<file path="config.mk">
export PLATFORM = sky130hd
export DESIGN_NAME = multi_tick_divider
export DESIGN_NICKNAME = d
export VERILOG_FILES = /design/src/rtl/multi_tick_divider.sv
export SDC_FILE = /design/constraint.sdc
export NUM_CORES = 1
export LEC_CHECK = 0
export ABC_CLOCK_PERIOD_IN_PS = 8630
export BUFFER_PORTS_ARGS = -buffer_cell sky130_fd_sc_hd__clkbuf_2
export CAP_MARGIN = 20
export CELL_PAD_IN_SITES_DETAIL_PLACEMENT = 0
export CELL_PAD_IN_SITES_GLOBAL_PLACEMENT = 2
export CORE_UTILIZATION = 40
export CTS_CLUSTER_DIAMETER = 50
export DETAILED_ROUTE_END_ITERATION = 10
export GPL_ROUTABILITY_DRIVEN = 0
export PLACE_DENSITY = 0.81
export SYNTH_ARGS = -nofsm -noshare
export SYNTH_HDL_FRONTEND = slang
export SYNTH_SLANG_ARGS = --single-unit
</file>
<file path="constraint.sdc">
create_clock -name clk -period 8.63 [get_ports clk]
set_clock_uncertainty 0.2 [all_clocks]
set_input_delay 1.726 -clock clk [delete_from_list [all_inputs] [get_ports clk]]
set_output_delay 1.726 -clock clk [all_outputs]
set_load 0.005 [all_outputs]
</file>
<file path="src/rtl/multi_tick_divider.sv">
// Multi-channel programmable clock-enable / waveform generator.
// Each channel divides clk by a runtime divisor; align restarts all phases.
module multi_tick_divider #(
  parameter int CHANNELS    = 4,
  parameter int CNT_WIDTH   = 16,
  parameter int DEFAULT_DIV = 16
) (
  input  logic                 clk,
  input  logic                 rst_n,
  input  logic [CHANNELS-1:0]  ch_en,
  input  logic                 align,
  input  logic                 cfg_we,
  input  logic [3:0]           cfg_ch,
  input  logic [CNT_WIDTH-1:0] cfg_div,
  input  logic                 cfg_mode,
  output logic [CHANNELS-1:0]  tick,
  output logic [CHANNELS-1:0]  wave,
  output logic                 cfg_err
);

  localparam logic [CNT_WIDTH-1:0] DIV_RST  = CNT_WIDTH'(DEFAULT_DIV);
  localparam logic [CNT_WIDTH-1:0] ONE      = CNT_WIDTH'(1);
  localparam logic [4:0]           CH_LIMIT = 5'(CHANNELS);

  logic [CNT_WIDTH-1:0] div_q [CHANNELS];
  logic [CNT_WIDTH-1:0] div_d [CHANNELS];
  logic [CNT_WIDTH-1:0] cnt_q [CHANNELS];
  logic [CNT_WIDTH-1:0] cnt_d [CHANNELS];
  logic [CHANNELS-1:0]  mode_q, mode_d;
  logic [CHANNELS-1:0]  tick_q, tick_d;
  logic [CHANNELS-1:0]  wave_q, wave_d;
  logic                 cfg_err_q, cfg_err_d;

  logic                 cfg_ok;
  logic [CHANNELS-1:0]  hit;
  logic [CHANNELS-1:0]  run;
  logic [CHANNELS-1:0]  term;

  always_comb begin
    cfg_ok    = cfg_we && ({1'b0, cfg_ch} < CH_LIMIT);
    cfg_err_d = cfg_we && !cfg_ok;
    hit       = '0;
    run       = '0;
    term      = '0;
    mode_d    = mode_q;
    tick_d    = '0;
    wave_d    = '0;
    for (int i = 0; i < CHANNELS; i++) begin
      div_d[i] = div_q[i];
      cnt_d[i] = '0;
      hit[i]   = cfg_ok && (cfg_ch == 4'(i));
      run[i]   = ch_en[i] && (div_q[i] != '0);
      term[i]  = run[i] && (cnt_q[i] == div_q[i] - ONE);
      if (run[i]) begin
        cnt_d[i]  = term[i] ? '0 : cnt_q[i] + ONE;
        tick_d[i] = term[i];
        wave_d[i] = mode_q[i] ? term[i] : (wave_q[i] ^ term[i]);
      end
      // A write restarts the channel, so a smaller divisor cannot overrun.
      if (hit[i]) begin
        div_d[i]  = cfg_div;
        mode_d[i] = cfg_mode;
        cnt_d[i]  = '0;
        tick_d[i] = 1'b0;
        wave_d[i] = 1'b0;
      end
      if (align) begin
        cnt_d[i]  = '0;
        tick_d[i] = 1'b0;
        wave_d[i] = 1'b0;
      end
    end
  end

  always_ff @(posedge clk) begin
    if (!rst_n) begin
      for (int i = 0; i < CHANNELS; i++) begin
        div_q[i] <= DIV_RST;
        cnt_q[i] <= '0;
      end
      mode_q    <= '0;
      tick_q    <= '0;
      wave_q    <= '0;
      cfg_err_q <= 1'b0;
    end else begin
      for (int i = 0; i < CHANNELS; i++) begin
        div_q[i] <= div_d[i];
        cnt_q[i] <= cnt_d[i];
      end
      mode_q    <= mode_d;
      tick_q    <= tick_d;
      wave_q    <= wave_d;
      cfg_err_q <= cfg_err_d;
    end
  end

  assign tick    = tick_q;
  assign wave    = wave_q;
  assign cfg_err = cfg_err_q;

endmodule

</file>
-- After elaboration in Yosys (flattened, before gate mapping)
Memory sizes are Yosys's and may differ from the RTL's.
Cells that the tools add are included.
- bits in registers: 13
- bits in latches: 0
- memory bits (writable): 128
- memory bits (read-only): 0
- input port bits: 29
- output and inout port bits: 9
- memories: 2
- memory list (memory ; words ; bits a word ; read ports ; clocked after Yosys merged registers in ; write ports ; line ; source):
    cnt_q ; 4 ; 16 ; 4 ; 0 ; 4 ; 27 ; logic [CNT_WIDTH-1:0] cnt_q [CHANNELS];
    div_q ; 4 ; 16 ; 4 ; 0 ; 4 ; 25 ; logic [CNT_WIDTH-1:0] div_q [CHANNELS];
- $add $sub $neg: 8
- multiply operators: 0
- div/mod/pow operators: 0
- order comparisons: 1
- equal/unequal tests: 7
- shifts and indexed selects: 0
- muxes and demuxes: 34
- bitwise operators: 17
- reductions and logical operators: 24
- operator list (operator ; count):
    16-bit two-way mux ; 28
    16-bit by 1-bit adder with 16-bit output, second input constant ; 4
    16-bit == test ; 4
    16-bit nonzero test ; 4
    16-bit by 1-bit subtractor with 16-bit output, second input constant ; 4
    4-bit OR reduction ; 4
    1-bit logical AND ; 14
    4-bit by 2-bit == test with 1-bit output, second input constant ; 2
    1-bit bitwise OR ; 8
    1-bit two-way mux ; 6
    1-bit NOT ; 5
    4-bit by 1-bit == test with 1-bit output, second input constant ; 1
    4-bit zero test ; 1
    4-bit by 3-bit < comparator with 1-bit output, second input constant ; 1
    1-bit bitwise XOR ; 4
    1-bit zero test ; 1

-- Depth between registers and ports, before layout
- depth in word-level cells: 8
- gate-level depth with buffers: 12

-- Least setup slack after synthesis
Ideal clock, no wire load.
- path kind: input port to flip-flop
- from: in cfg_ch[2]
- to: mem cnt_q[1][10]
- data arrival time: 3229 ps
- setup slack: 5086 ps
- stages on the path: 7
- path through: nor2_1 > nand2_1 > nor3b_1 > or3_1 > o21bai_2 > buf_4 > nor2_1
- RTL lines (item ; line ; source):
    start: declaration ; 13 ; input logic [3:0] cfg_ch,
    end: declaration ; 27 ;

==> results.py <==
metrics = {
    "die": {
        "core_area_um2": 19460,
        "die_area_um2": 20410,
        "die_x_um": 142.9,
        "die_h_um": 142.9,
        "std_cell_rows": 51,
        "ios": 38,
        "initial_core_util_pct": 40.79,
    },
    "synthesis": {
        "synthCells": 993,
        "async_reset_ff_share_pct": 0,
        "synth-seq-area-share_pct": 35.56,
        "synth-edff-count": 0,
        "yosys_warnings": 0,
        "synthFlopType": "dfxtp_1",
        "synth.avg_cell_area_um2": 7.995,
        "ys_ff_latch": 141,
        "syn_area_um2": 7939,
        "syn_nets": 1030,
        "ys_types": 72,
    },
    "min_path": {
        "hold_path_depth": 2,
        "hp-class": "reg2reg",
        "hold_path_end": "mode_q[0]",
        "hp-start": "mode_q[0]",
    },
    "worst_setup_path": {
        "timing.rr.start": "div_q[0][0]",
        "cp-start-kind": "primary input",
        "r2r_cells": 9,
        "criticalPathCategory": "in2reg",
        "worstPathRequired_ns": 8.72,
        "slowest_stage": "nand4_1",
        "arrival_ns": 3.87,
        "crit_path_end_kind": "flip-flop",
        "worstReg2RegEnd": "cnt_q[0][12]",
        "crit_top_cell": "nor2_1",
        "worstPathMaxFanout": 18,
        "reg2reg_slack_ns": 5.14,
        "slowest_delay_ns": 0.65,
        "worstPathCellList": "clkbuf_2, nor2_1, nand4_1, and3_1, nand2_1, nor2_1",
    },
    "clocking": {
        "clk_latency_ns": 0.42,
        "path_clk_slew_ns": 0.06,
        "postCtsSetupBuffers": 0,
        "root_buffer": "clkbuf_16",
        "numCtsBuffers": 17,
        "htree_levels": 4,
        "cts_sinks": 141,
        "ctsHoldBuffers": 0,
        "cts.path.max_buffers": 2,
        "cts_tree": "yes",
        "cts_resized": 0,
    },
    "timing": {
        "drv_slew": 0,
        "max_freq_ghz": 0.2646,
        "final-hold-violation-count": 0,
        "setup_violations": 0,
        "slew_headroom_pct": 29.66,
        "tightest_slew_ns": 1.049,
        "post-route-period-util_pct": 43.79,
        "final.setup.tns_ns": 0,
        "fin_crit_ns": 3.779,
        "whs_ns": 0.2789,
        "rsz0062_at_grt": "false",
    },
    "drt": {
        "drt_wl_total_um": 20270,
        "vias": 6631,
        "drtIter0Drc": 349,
        "wl_per_cell_um": 15.85,
        "drtAntennaViolNets": 0,
        "route.detailed.drc": 2,
        "vias_per_cell": 5.185,
        "firstDrtPassIters": 8,
    },
    "flow_run": {
        "cap_violations": 0,
    },
    "finish": {
        "nets": 1039,
        "diodes": 0,
        "seq_area_um2": 2823,
        "final_cell_mix": "180 x nand2_1, 141 x dfxtp_1, 97 x nor2_1",
        "num-fill-cells": 1981,
        "area_delta_synth_final_pct": 11.58,
        "final_common_cell": "nand2_1",
        "fin_util_pct": 45.52,
        "multiInputGateArea_um2": 4820,
        "drive_above_1_share_pct": 8.876,
    },
    "grt": {
        "grt.overflow.total": 0,
        "antenna_found_initial": 0,
        "grtUsageTotal_pct": 20.74,
        "grt_pass1_vias": 6155,
        "grt_start_max_net_pins": 72,
        "grt_first_pass_wirelength_um": 32560,
    },
    "pwr": {
        "vdd_drop_max_uv": 139.0,
        "power.density_nw_per_um2": 170.2,
        "p_leak_nw": 3.096,
        "finalPower_mw": 1.507,
    },
    "placed_design": {
        "dpl.hpwl_um": 14640,
        "io_buffers": 37,
    },
    "status": {
        "status": "finished, violations left",
        "failed_checks": "design-rule violations",
    },
}
## stage by stage
step	setup WS [ns]	std cells	instance area, um2
6_report	4.851	1279	8859
5_1_grt	4.643	1279	8859
4_1_cts	4.810	1279	8859
3_5_place_dp	4.356	1248	8257
3_3_place_gp	4.404	1248	8257
2_1_floorplan	5.086	993	7939
## power breakdown
| group | switching, mW | internal, mW |
|---|---|---|
| Sequential | 0.00861 | 0.656 |
| Combinational | 0.0476 | 0.0299 |
| Clock | 0.282 | 0.482 |
| Total | 0.339 | 1.17 |
## state kept, by name, indices dropped and copies added, names as in the netlist
name,count
wave,4
cnt_q,64
cfg_err,1
tick,4
mode_q,4
div_q,64
## cell families (layout without fill, tap and decap cells)
logic type	after synthesis	count (layout)	share of synthesized area, %
compound gates	166	166	15.74
xor+xnor	123	123	13.76
fa+ha+maj	8	8	1.261
buf+inv	71	92	3.861
flops	141	141	35.56
mux	6	6	0.7723
simple gates	478	478	29.05
## Yosys cell counts, types with 9 or more instances
| library cell | count | area (um2) |
|---|---|---|
| o21ai_0 | 19 | 95.09 |
| or3_1 | 9 | 56.30 |
| nor3_1 | 38 | 190.2 |
| a21oi_1 | 11 | 55.05 |
| xnor2_1 | 57 | 499.2 |
| nand2_1 | 180 | 675.7 |
| and2_1 | 12 | 75.07 |
| inv_1 | 22 | 82.58 |
| nor2_1 | 97 | 364.1 |
| xor2_1 | 65 | 569.3 |
| and3_1 | 19 | 118.9 |
| clkbuf_1 | 36 | 135.1 |
| nand4_1 | 23 | 143.9 |
| a21boi_0 | 64 | 480.5 |
| nand3_1 | 43 | 215.2 |
| dfxtp_1 | 141 | 2823 |
## worst max-delay path by stage
stage	start	end	slack (ns)	depth (start not counted)
3_5_place_dp	cfg_ch[2]	cnt_q[3][8]	4.36	6
2_1_floorplan	cfg_ch[2]	cnt_q[1][10]	5.09	7
4_1_cts	cfg_ch[2]	cnt_q[3][14]	4.81	6
3_3_place_gp	cfg_ch[2]	cnt_q[3][4]	4.40	6
6_report	cfg_ch[2]	cnt_q[3][13]	4.85	6
5_1_grt	cfg_ch[2]	cnt_q[3][13]	4.64	6
## worst max-delay path: cells and delay by family
kind,cells,cell delay (ns)
simple gates,5,2.06
buf+inv,1,0.08
## area by class of cell
| type | instances | share of cell area, % |
|---|---|---|
| timing repair buffer | 39 | 2.260 |
| inverter | 22 | 0.9322 |
| tap | 265 | 3.743 |
| clock buffer | 24 | 5.551 |
| clock inverter | 7 | 1.243 |
| multi-input combinational | 781 | 54.41 |
| sequential | 141 | 31.86 |
## per-layer routing
metal	global-route usage, %	wire (um)	share of wire, %	vias up
li1	-	-	-	3459
met1	28.37	10260	51	3072
met2	33.26	9168	45	84
met3	3.957	623	3.1	16
met4	5.490	218	1.1	0
met5	0	0	0	-
No activity file was read; power rests on OpenSTA's default activity.
